**config.mk**
```make
export PLATFORM = sky130hd
export DESIGN_NAME = axil_reg_master_flat
export DESIGN_NICKNAME = d
export VERILOG_FILES = /design/src/rtl/axil_reg_master_pkg.sv /design/src/rtl/axil_reg_master_if.sv /design/src/rtl/axil_reg_master.sv /design/src/flat_wrapper.sv
export SDC_FILE = /design/constraint.sdc
export NUM_CORES = 1
export LEC_CHECK = 0
export ABC_AREA = 1
export CORE_ASPECT_RATIO = 1.1
export CORE_MARGIN = 3
export CORE_UTILIZATION = 40
export DETAILED_ROUTE_END_ITERATION = 6
export GPL_TIMING_DRIVEN = 0
export PLACE_DENSITY = 0.75
export SLEW_MARGIN = 10
export SYNTH_ARGS = -nofsm -noshare
export SYNTH_HDL_FRONTEND = slang
export SYNTH_SLANG_ARGS = --single-unit
```
**constraint.sdc**
```tcl
create_clock -name axi_clk -period 2.75 [get_ports axi_clk]
set_input_delay 0.6875 -clock axi_clk [delete_from_list [all_inputs] [get_ports axi_clk]]
set_output_delay 0.6875 -clock axi_clk [all_outputs]
set_load 0.05 [all_outputs]
```
**src/rtl/axil_reg_master_pkg.sv**
```systemverilog
// Shared types and constants for the AXI4-Lite register master: FSM state
// encoding, response status codes and the bus-response decode helper.
package axil_reg_master_pkg;

    typedef enum logic [2:0] {
        ST_IDLE    = 3'd0,
        ST_WR_REQ  = 3'd1,
        ST_WR_RESP = 3'd2,
        ST_RD_REQ  = 3'd3,
        ST_RD_DATA = 3'd4,
        ST_RSP     = 3'd5
    } state_t;

    localparam logic [1:0] RSP_OKAY    = 2'b00;
    localparam logic [1:0] RSP_SLVERR  = 2'b10;
    localparam logic [1:0] RSP_TIMEOUT = 2'b11;

    // SLVERR and DECERR both collapse to SLVERR; OKAY and EXOKAY to OKAY.
    function automatic logic [1:0] resp_status(input logic [1:0] resp);
        return (resp inside {2'b10, 2'b11}) ? RSP_SLVERR : RSP_OKAY;
    endfunction

endpackage

```
**src/rtl/axil_reg_master_if.sv**
```systemverilog
// Command/response port plus AXI4-Lite initiator channels of the register master.
// master = the register master itself; slave = its environment (caller and bus target).
interface axil_reg_master_if #(
    parameter int unsigned DATA_WIDTH = 32,
    parameter int unsigned ADDR_WIDTH = 10
);
    logic                  cmd_valid;
    logic                  cmd_ready;
    logic                  cmd_write;
    logic [ADDR_WIDTH-1:0] cmd_addr;
    logic [DATA_WIDTH-1:0] cmd_wdata;

    logic                  rsp_valid;
    logic                  rsp_ready;
    logic [DATA_WIDTH-1:0] rsp_rdata;
    logic [1:0]            rsp_status;

    logic [ADDR_WIDTH-1:0] m_axi_awaddr;
    logic                  m_axi_awvalid;
    logic                  m_axi_awready;
    logic [DATA_WIDTH-1:0] m_axi_wdata;
    logic                  m_axi_wvalid;
    logic                  m_axi_wready;
    logic                  m_axi_bvalid;
    logic                  m_axi_bready;
    logic [1:0]            m_axi_bresp;
    logic [ADDR_WIDTH-1:0] m_axi_araddr;
    logic                  m_axi_arvalid;
    logic                  m_axi_arready;
    logic [DATA_WIDTH-1:0] m_axi_rdata;
    logic                  m_axi_rvalid;
    logic                  m_axi_rready;
    logic [1:0]            m_axi_rresp;

    modport master (
        input  cmd_valid, cmd_write, cmd_addr, cmd_wdata, rsp_ready,
               m_axi_awready, m_axi_wready, m_axi_bvalid, m_axi_bresp,
               m_axi_arready, m_axi_rdata, m_axi_rvalid, m_axi_rresp,
        output cmd_ready, rsp_valid, rsp_rdata, rsp_status,
               m_axi_awaddr, m_axi_awvalid, m_axi_wdata, m_axi_wvalid,
               m_axi_bready, m_axi_araddr, m_axi_arvalid, m_axi_rready
    );

    modport slave (
        output cmd_valid, cmd_write, cmd_addr, cmd_wdata, rsp_ready,
               m_axi_awready, m_axi_wready, m_axi_bvalid, m_axi_bresp,
               m_axi_arready, m_axi_rdata, m_axi_rvalid, m_axi_rresp,
        input  cmd_ready, rsp_valid, rsp_rdata, rsp_status,
               m_axi_awaddr, m_axi_awvalid, m_axi_wdata, m_axi_wvalid,
               m_axi_bready, m_axi_araddr, m_axi_arvalid, m_axi_rready
    );

endinterface

```
**src/rtl/axil_reg_master.sv**
```systemverilog
// Single-outstanding AXI4-Lite initiator: one register command in, one
// single-beat bus transaction out, exactly one response back (incl. timeout).
module axil_reg_master
    import axil_reg_master_pkg::*;
#(
    parameter int unsigned DATA_WIDTH     = 32,
    parameter int unsigned ADDR_WIDTH     = 10,
    parameter int unsigned TIMEOUT_CYCLES = 256
) (
    input  logic              axi_clk,
    input  logic              axi_reset_n,
    axil_reg_master_if.master bus
);

    localparam int unsigned      CNT_W    = $clog2(TIMEOUT_CYCLES);
    localparam logic [CNT_W-1:0] CNT_LAST = CNT_W'(TIMEOUT_CYCLES - 1);

    state_t                state_q, state_d;
    logic [CNT_W-1:0]      cnt_q, cnt_d;
    logic                  cmd_ready_q, cmd_ready_d;
    logic                  awvalid_q, awvalid_d;
    logic                  wvalid_q, wvalid_d;
    logic                  bready_q, bready_d;
    logic                  arvalid_q, arvalid_d;
    logic                  rready_q, rready_d;
    logic                  rsp_valid_q, rsp_valid_d;
    logic [DATA_WIDTH-1:0] rsp_rdata_q, rsp_rdata_d;
    logic [1:0]            rsp_status_q, rsp_status_d;
    logic [ADDR_WIDTH-1:0] awaddr_q, awaddr_d;
    logic [DATA_WIDTH-1:0] wdata_q, wdata_d;
    logic [ADDR_WIDTH-1:0] araddr_q, araddr_d;

    logic expire;
    logic abort;
    logic aw_left;
    logic w_left;

    assign expire = (cnt_q == CNT_LAST);

    always_comb begin
        state_d      = state_q;
        cnt_d        = cnt_q;
        cmd_ready_d  = cmd_ready_q;
        awvalid_d    = awvalid_q;
        wvalid_d     = wvalid_q;
        bready_d     = bready_q;
        arvalid_d    = arvalid_q;
        rready_d     = rready_q;
        rsp_valid_d  = rsp_valid_q;
        rsp_rdata_d  = rsp_rdata_q;
        rsp_status_d = rsp_status_q;
        awaddr_d     = awaddr_q;
        wdata_d      = wdata_q;
        araddr_d     = araddr_q;
        abort        = 1'b0;
        aw_left      = 1'b0;
        w_left       = 1'b0;

        // Counter saturates so a late handshake still leaves a timeout armed downstream.
        if ((state_q inside {ST_WR_REQ, ST_WR_RESP, ST_RD_REQ, ST_RD_DATA}) && !expire) begin
            cnt_d = cnt_q + CNT_W'(1);
        end

        case (state_q)
            ST_IDLE: begin
                cmd_ready_d = 1'b1;
                if (bus.cmd_valid && cmd_ready_q) begin
                    cmd_ready_d = 1'b0;
                    cnt_d       = '0;
                    if (bus.cmd_write) begin
                        awaddr_d  = bus.cmd_addr;
                        wdata_d   = bus.cmd_wdata;
                        awvalid_d = 1'b1;
                        wvalid_d  = 1'b1;
                        state_d   = ST_WR_REQ;
                    end else begin
                        araddr_d  = bus.cmd_addr;
                        arvalid_d = 1'b1;
                        state_d   = ST_RD_REQ;
                    end
                end
            end

            ST_WR_REQ: begin
                aw_left = awvalid_q && !bus.m_axi_awready;
                w_left  = wvalid_q && !bus.m_axi_wready;
                if (!aw_left && !w_left) begin
                    awvalid_d = 1'b0;
                    wvalid_d  = 1'b0;
                    bready_d  = 1'b1;
                    state_d   = ST_WR_RESP;
                end else if (expire) begin
                    abort = 1'b1;
                end else begin
                    awvalid_d = aw_left;
                    wvalid_d  = w_left;
                end
            end

            ST_WR_RESP: begin
                if (bus.m_axi_bvalid) begin
                    bready_d     = 1'b0;
                    rsp_valid_d  = 1'b1;
                    rsp_rdata_d  = '0;
                    rsp_status_d = resp_status(bus.m_axi_bresp);
                    state_d      = ST_RSP;
                end else if (expire) begin
                    abort = 1'b1;
                end
            end

            ST_RD_REQ: begin
                if (bus.m_axi_arready) begin
                    arvalid_d = 1'b0;
                    rready_d  = 1'b1;
                    state_d   = ST_RD_DATA;
                end else if (expire) begin
                    abort = 1'b1;
                end
            end

            ST_RD_DATA: begin
                if (bus.m_axi_rvalid) begin
                    rready_d     = 1'b0;
                    rsp_valid_d  = 1'b1;
                    rsp_rdata_d  = bus.m_axi_rdata;
                    rsp_status_d = resp_status(bus.m_axi_rresp);
                    state_d      = ST_RSP;
                end else if (expire) begin
                    abort = 1'b1;
                end
            end

            ST_RSP: begin
                if (bus.rsp_ready) begin
                    rsp_valid_d = 1'b0;
                    cmd_ready_d = 1'b1;
                    state_d     = ST_IDLE;
                end
            end

            default: begin
                state_d = ST_IDLE;
            end
        endcase

        if (abort) begin
            awvalid_d    = 1'b0;
            wvalid_d     = 1'b0;
            bready_d     = 1'b0;
            arvalid_d    = 1'b0;
            rready_d     = 1'b0;
            rsp_valid_d  = 1'b1;
            rsp_rdata_d  = '0;
            rsp_status_d = RSP_TIMEOUT;
            state_d      = ST_RSP;
        end
    end

    always_ff @(posedge axi_clk or negedge axi_reset_n) begin
        if (!axi_reset_n) begin
            state_q      <= ST_IDLE;
            cnt_q        <= '0;
            cmd_ready_q  <= 1'b0;
            awvalid_q    <= 1'b0;
            wvalid_q     <= 1'b0;
            bready_q     <= 1'b0;
            arvalid_q    <= 1'b0;
            rready_q     <= 1'b0;
            rsp_valid_q  <= 1'b0;
            rsp_rdata_q  <= '0;
            rsp_status_q <= RSP_OKAY;
            awaddr_q     <= '0;
            wdata_q      <= '0;
            araddr_q     <= '0;
        end else begin
            state_q      <= state_d;
            cnt_q        <= cnt_d;
            cmd_ready_q  <= cmd_ready_d;
            awvalid_q    <= awvalid_d;
            wvalid_q     <= wvalid_d;
            bready_q     <= bready_d;
            arvalid_q    <= arvalid_d;
            rready_q     <= rready_d;
            rsp_valid_q  <= rsp_valid_d;
            rsp_rdata_q  <= rsp_rdata_d;
            rsp_status_q <= rsp_status_d;
            awaddr_q     <= awaddr_d;
            wdata_q      <= wdata_d;
            araddr_q     <= araddr_d;
        end
    end

    assign bus.cmd_ready     = cmd_ready_q;
    assign bus.rsp_valid     = rsp_valid_q;
    assign bus.rsp_rdata     = rsp_rdata_q;
    assign bus.rsp_status    = rsp_status_q;
    assign bus.m_axi_awaddr  = awaddr_q;
    assign bus.m_axi_awvalid = awvalid_q;
    assign bus.m_axi_wdata   = wdata_q;
    assign bus.m_axi_wvalid  = wvalid_q;
    assign bus.m_axi_bready  = bready_q;
    assign bus.m_axi_araddr  = araddr_q;
    assign bus.m_axi_arvalid = arvalid_q;
    assign bus.m_axi_rready  = rready_q;

endmodule

```
**src/flat_wrapper.sv**
```systemverilog
// flat-port wrapper written by rule: the top's interface ports become plain ports
module axil_reg_master_flat import axil_reg_master_pkg::*;
#(
    parameter int unsigned DATA_WIDTH     = 32,
    parameter int unsigned ADDR_WIDTH     = 10,
    parameter int unsigned TIMEOUT_CYCLES = 256
)
  (axi_clk, axi_reset_n, bus_cmd_valid, bus_cmd_write, bus_cmd_addr, bus_cmd_wdata, bus_rsp_ready, bus_m_axi_awready, bus_m_axi_wready, bus_m_axi_bvalid, bus_m_axi_bresp, bus_m_axi_arready, bus_m_axi_rdata, bus_m_axi_rvalid, bus_m_axi_rresp, bus_cmd_ready, bus_rsp_valid, bus_rsp_rdata, bus_rsp_status, bus_m_axi_awaddr, bus_m_axi_awvalid, bus_m_axi_wdata, bus_m_axi_wvalid, bus_m_axi_bready, bus_m_axi_araddr, bus_m_axi_arvalid, bus_m_axi_rready);
  axil_reg_master_if #(.DATA_WIDTH(DATA_WIDTH), .ADDR_WIDTH(ADDR_WIDTH)) bus_i ();
  input  logic axi_clk;
  input  logic axi_reset_n;
  input wire logic [$bits(bus_i.cmd_valid)-1:0] bus_cmd_valid;
  input wire logic [$bits(bus_i.cmd_write)-1:0] bus_cmd_write;
  input wire logic [$bits(bus_i.cmd_addr)-1:0] bus_cmd_addr;
  input wire logic [$bits(bus_i.cmd_wdata)-1:0] bus_cmd_wdata;
  input wire logic [$bits(bus_i.rsp_ready)-1:0] bus_rsp_ready;
  input wire logic [$bits(bus_i.m_axi_awready)-1:0] bus_m_axi_awready;
  input wire logic [$bits(bus_i.m_axi_wready)-1:0] bus_m_axi_wready;
  input wire logic [$bits(bus_i.m_axi_bvalid)-1:0] bus_m_axi_bvalid;
  input wire logic [$bits(bus_i.m_axi_bresp)-1:0] bus_m_axi_bresp;
  input wire logic [$bits(bus_i.m_axi_arready)-1:0] bus_m_axi_arready;
  input wire logic [$bits(bus_i.m_axi_rdata)-1:0] bus_m_axi_rdata;
  input wire logic [$bits(bus_i.m_axi_rvalid)-1:0] bus_m_axi_rvalid;
  input wire logic [$bits(bus_i.m_axi_rresp)-1:0] bus_m_axi_rresp;
  output wire logic [$bits(bus_i.cmd_ready)-1:0] bus_cmd_ready;
  output wire logic [$bits(bus_i.rsp_valid)-1:0] bus_rsp_valid;
  output wire logic [$bits(bus_i.rsp_rdata)-1:0] bus_rsp_rdata;
  output wire logic [$bits(bus_i.rsp_status)-1:0] bus_rsp_status;
  output wire logic [$bits(bus_i.m_axi_awaddr)-1:0] bus_m_axi_awaddr;
  output wire logic [$bits(bus_i.m_axi_awvalid)-1:0] bus_m_axi_awvalid;
  output wire logic [$bits(bus_i.m_axi_wdata)-1:0] bus_m_axi_wdata;
  output wire logic [$bits(bus_i.m_axi_wvalid)-1:0] bus_m_axi_wvalid;
  output wire logic [$bits(bus_i.m_axi_bready)-1:0] bus_m_axi_bready;
  output wire logic [$bits(bus_i.m_axi_araddr)-1:0] bus_m_axi_araddr;
  output wire logic [$bits(bus_i.m_axi_arvalid)-1:0] bus_m_axi_arvalid;
  output wire logic [$bits(bus_i.m_axi_rready)-1:0] bus_m_axi_rready;
  assign bus_i.cmd_valid = bus_cmd_valid;
  assign bus_i.cmd_write = bus_cmd_write;
  assign bus_i.cmd_addr = bus_cmd_addr;
  assign bus_i.cmd_wdata = bus_cmd_wdata;
  assign bus_i.rsp_ready = bus_rsp_ready;
  assign bus_i.m_axi_awready = bus_m_axi_awready;
  assign bus_i.m_axi_wready = bus_m_axi_wready;
  assign bus_i.m_axi_bvalid = bus_m_axi_bvalid;
  assign bus_i.m_axi_bresp = bus_m_axi_bresp;
  assign bus_i.m_axi_arready = bus_m_axi_arready;
  assign bus_i.m_axi_rdata = bus_m_axi_rdata;
  assign bus_i.m_axi_rvalid = bus_m_axi_rvalid;
  assign bus_i.m_axi_rresp = bus_m_axi_rresp;
  assign bus_cmd_ready = bus_i.cmd_ready;
  assign bus_rsp_valid = bus_i.rsp_valid;
  assign bus_rsp_rdata = bus_i.rsp_rdata;
  assign bus_rsp_status = bus_i.rsp_status;
  assign bus_m_axi_awaddr = bus_i.m_axi_awaddr;
  assign bus_m_axi_awvalid = bus_i.m_axi_awvalid;
  assign bus_m_axi_wdata = bus_i.m_axi_wdata;
  assign bus_m_axi_wvalid = bus_i.m_axi_wvalid;
  assign bus_m_axi_bready = bus_i.m_axi_bready;
  assign bus_m_axi_araddr = bus_i.m_axi_araddr;
  assign bus_m_axi_arvalid = bus_i.m_axi_arvalid;
  assign bus_m_axi_rready = bus_i.m_axi_rready;
  axil_reg_master #(.DATA_WIDTH(DATA_WIDTH), .ADDR_WIDTH(ADDR_WIDTH), .TIMEOUT_CYCLES(TIMEOUT_CYCLES)) u_core (.axi_clk(axi_clk), .axi_reset_n(axi_reset_n), .bus(bus_i));
endmodule
```
==> results.txt, run 1 <==
The data arrival time of the worst path is 1.62 ns. The number of vias per cell after detailed routing is 4.83. Based on the critical path, the design can be clocked at up to 0.434 GHz.

The final cycle utilization of the critical path came out at 0.838. On the critical path, the stage with the largest delay is an instance of clkdlybuf4s50_1. STA classifies the critical path endpoint as a primary output.

The number of nets in the synthesized netlist is 622. The cell leakage power came out at 3.29 nW. In this design, the largest share of critical-path delay is due to buffers and inverters. The worst ir drop on vdd came out at 0.000640 V. Setup repair after global routing left no endpoint under its margin. The clock-pin transition on the worst setup and hold timing paths came out at 0.08 ns. The required time of the critical path came out at 2.06 ns. The number of setup violations in the final report came out at 0. The total number of vias came out at 4239.

The total wire length after detailed routing came out at 12.8 mm. Across the run, the number of max-cap violations was 0. The net count reported at finish is 812. The total clock buffers created by CTS is 9. The vertical extent of the die came out at 120 microns. The clock net sink count is 104.

After legalization and detailed placement, the total HPWL measured 9.76 mm. The count of flip-flops with a built-in enable after synthesis is 0. In the synthesized netlist the dominant register cell turns out to be dfrtp_1. The total count of max-transition violations in the final report is 0. In this run the top signal layer used is met4. The clock tree synthesis step divided the H-tree into 3 levels. The all-layer global routing usage is 0.192.

The worst slack after detailed placement is 0.367 ns. The final-report hold violation count was 0. The relative max-transition margin came out at 0.623.

The average routed wire per standard cell is 14.6 microns. The overall die area came out at 0.0132 sq mm. After clock tree synthesis, the setup repair step added 0 buffers.

The clock latency on the worst-skew pair is 0.35 ns. The number of DRC violations after detailed routing is 0. The share of synthesized registers carrying an async set or reset came out at 1.00. The repair_antennas step left the layout with diodes totalling 0. The cell row count is 41.

The remaining number of nets flagged by the antenna check after routing is 0. At the pin with the least slew margin, the transition time is 0.564 ns. The synthesis warning total came out at 0. The hold buffer count at CTS is 0. The sequential-to-total area share from yosys stat is 0.547. nand2_1 is the most common cell in the netlist. The number of distinct library cells after synthesis came out at 33. The fraction of layout instances using a drive strength above 1 came out at 0.136.

For this design the ratio of total power to cell area is 1390 mW/mm^2. A synthesized cell averages 8.92 sq um. The cell area after placement is 0.00675 sq mm.

The wire length on met2 came out at 6.57 mm. The run finished with clean final reports. The routed wire length on met3 is 830 microns. The worst setup path is launched from a flip-flop.

The final critical delay including setup and external delays is 2.30 ns. The detailed router's first-iteration violation count is 300. Entering global routing, the biggest net connects 65 pins. The post-layout utilization of the core came out at 0.612. CTS placed an instance of clkbuf_16 at the clock tree root. The TritonCTS clock tree is yes.

The class of the tightest hold or removal check is in2async. The number of global-route vias before repair was 4212. The number of iterations in the first detailed-routing pass is 4.

The overall overflow remaining after global route came out at 0. The initial cell density of the core is 0.412. The portion of synthesized cell area occupied by the leading cell type came out at 0.547.

The filler cell count is 973. The number of buffers on the longest clock path came out at 2. The I/O pin count is 181.

The buffer and inverter count on the worst path is 1. The detailed-route wire length on metal 1 is 5.05 mm. The largest driver fanout on the critical path came out at 4. The synthesis-to-finish area growth is 48.6%. Once the clock tree was built, the resizer swapped 0 gates to a different size. Ranked by total cell area, the synthesized netlist is headed by dfrtp_1, nand2_1, nand3_1. The worst clock skew on the final layout came out at 0.0121 ns. The commonest cells after synthesis are nand2_1, dfrtp_1, nand3_1.

The chip width came out at 110 microns. The critical path is of the reg2out type. The floorplan step defined a core boundary enclosing 0.0115 sq mm.

The longest individual stage delay on the worst path came out at 0.86 ns. The initial antenna violation count came out at 0. The register bit total from synthesis is 104. The post-synth design cell area came out at 0.00475 sq mm.

Setup slack closes at 0.446 ns. Summed over all instances, the cell type with the most area after synthesis is dfrtp_1. The number of port buffers is 178. The first global-routing pass estimated 20.1 mm of wire. The signal on the critical path passes through clkdlybuf4s50_1. The global placer's final weighted congestion came out at 0.784. Synthesis handed over a netlist of 533 instances. The final hold slack came out at 0.239 ns. The total non-filler cell area in the finished layout came out at 0.00707 sq mm.
==> layer usage <==
layer | GRT usage | vias up
li1 | - | 2076
met1 | 0.232 | 2003
met2 | 0.332 | 133
met3 | 0.0406 | 27
met4 | 0.0701 | 0
met5 | 0 | -
==> kinds of logic (layout without fill, tap and decap cells) <==
group / after synthesis / count (layout) / share of synthesized area
flops: 104 / 104 / 0.547
compound gates: 79 / 79 / 0.102
simple gates: 279 / 279 / 0.270
fa+ha+maj: 1 / 1 / 0.00263
xor+xnor: 3 / 3 / 0.00553
buf+inv: 67 / 262 / 0.0724
==> flip-flops by register name, indices dropped and copies added (netlist names) <==
register                  count
u_core.bus.cmd_ready          1
u_core.bus.m_axi_araddr      10
u_core.bus.m_axi_arvalid      1
u_core.bus.m_axi_awaddr      10
u_core.bus.m_axi_awvalid      1
u_core.bus.m_axi_bready       1
u_core.bus.m_axi_rready       1
u_core.bus.m_axi_wdata       32
u_core.bus.m_axi_wvalid       1
u_core.bus.rsp_rdata         32
u_core.bus.rsp_status         2
u_core.bus.rsp_valid          1
u_core.cnt_q                  8
u_core.state_q                3
==> worst reg2reg max path, delay by kind of cell (launching register included) <==
kind	cells	cell delay (ns)
AOI/OAI and AO/OA	1	0.05
and+or+nand+nor	8	0.89
buffers and inverters	2	0.29
adders and majority gates	1	0.19
DFF	1	0.40
==> final cells by class <==
type,count,area (sq um),area share
plain buffers,28,195,0.0276
clock buffers,10,239,0.0338
clock inverters,6,73.8,0.0104
inverters,39,149,0.0211
multi-input cells,362,1810,0.256
flip-flops and latches,104,2600,0.368
well taps,150,188,0.0266
repair buffers,179,1810,0.256
==> stage by stage <==
step / instances / TNS, ns / power (mW)
2_1_floorplan: 533 / 0 / 6.65
3_3_place_gp: 861 / -292.95 / 8.43
3_5_place_dp: 862 / 0 / 8.55
4_1_cts: 878 / 0 / 9.91
5_1_grt: 878 / 0 / 10.4
6_report: 878 / 0 / 9.85
==> power breakdown <==
| group | total [mW] | switching, mW | internal (mW) |
|---|---|---|---|
| sequential | 2.68 | 0.451 | 2.23 |
| clock | 1.34 | 0.596 | 0.743 |
| combinational | 5.83 | 3.88 | 1.95 |
==> cells in the final DEF (no fill, tap or decap), types with 11 or more instances in the layout <==
cell type	instances
inv_1	33
buf_2	15
nand3_1	43
o21ai_1	14
clkdlybuf4s50_1	177
nand2_4	11
o21ai_0	29
nand2_1	176
o21ai_2	20
dfrtp_1	104
nor2_1	22
==> path summary, 6_finish.rpt <==
path | startpoint | endpoint | slack, ns | depth (start not counted)
max reg2reg | u_core.cnt_q[0]$_DFF_PN0_ | u_core.bus.rsp_rdata[27]$_DFFE_PN0P_ | 0.83 | 12
max in group asynchronous | axi_reset_n | u_core.state_q[0]$_DFFE_PN0P_ | 1.86 | 2
max | u_core.bus.m_axi_awvalid$_DFFE_PN0P_ | bus_m_axi_awvalid | 0.45 | 1
min | axi_reset_n | u_core.bus.m_axi_wdata[14]$_DFFE_PN0P_ | 0.24 | 1
min reg2reg | u_core.bus.m_axi_wdata[0]$_DFFE_PN0P_ | u_core.bus.m_axi_wdata[0]$_DFFE_PN0P_ | 0.47 | 2
min in group axi_clk | u_core.bus.m_axi_wdata[0]$_DFFE_PN0P_ | u_core.bus.m_axi_wdata[0]$_DFFE_PN0P_ | 0.47 | 2
No activity file was read; power rests on OpenSTA's default activity.
==> inputs of run 2 (changes only) <==
==> constraint.sdc (replaced) <==
create_clock -name axi_clk -period 2.4 [get_ports axi_clk]
set_input_delay 0.6 -clock axi_clk [delete_from_list [all_inputs] [get_ports axi_clk]]
set_output_delay 0.6 -clock axi_clk [all_outputs]
set_load 0.05 [all_outputs]
==> results of run 2 <==
The final DEF is identical to that of run 1. Status: finished clean.
Main changes from that run: setup slack after placement 0.367 ns -> 0.105 ns; setup slack after layout 0.446 ns -> 0.184 ns; hold slack 0.239 ns -> 0.151 ns; register-to-register setup slack 0.83 ns -> 0.48 ns; total power 9.85 mW -> 11.3 mW; worst IR drop on VDD 0.000640 V -> 0.000733 V
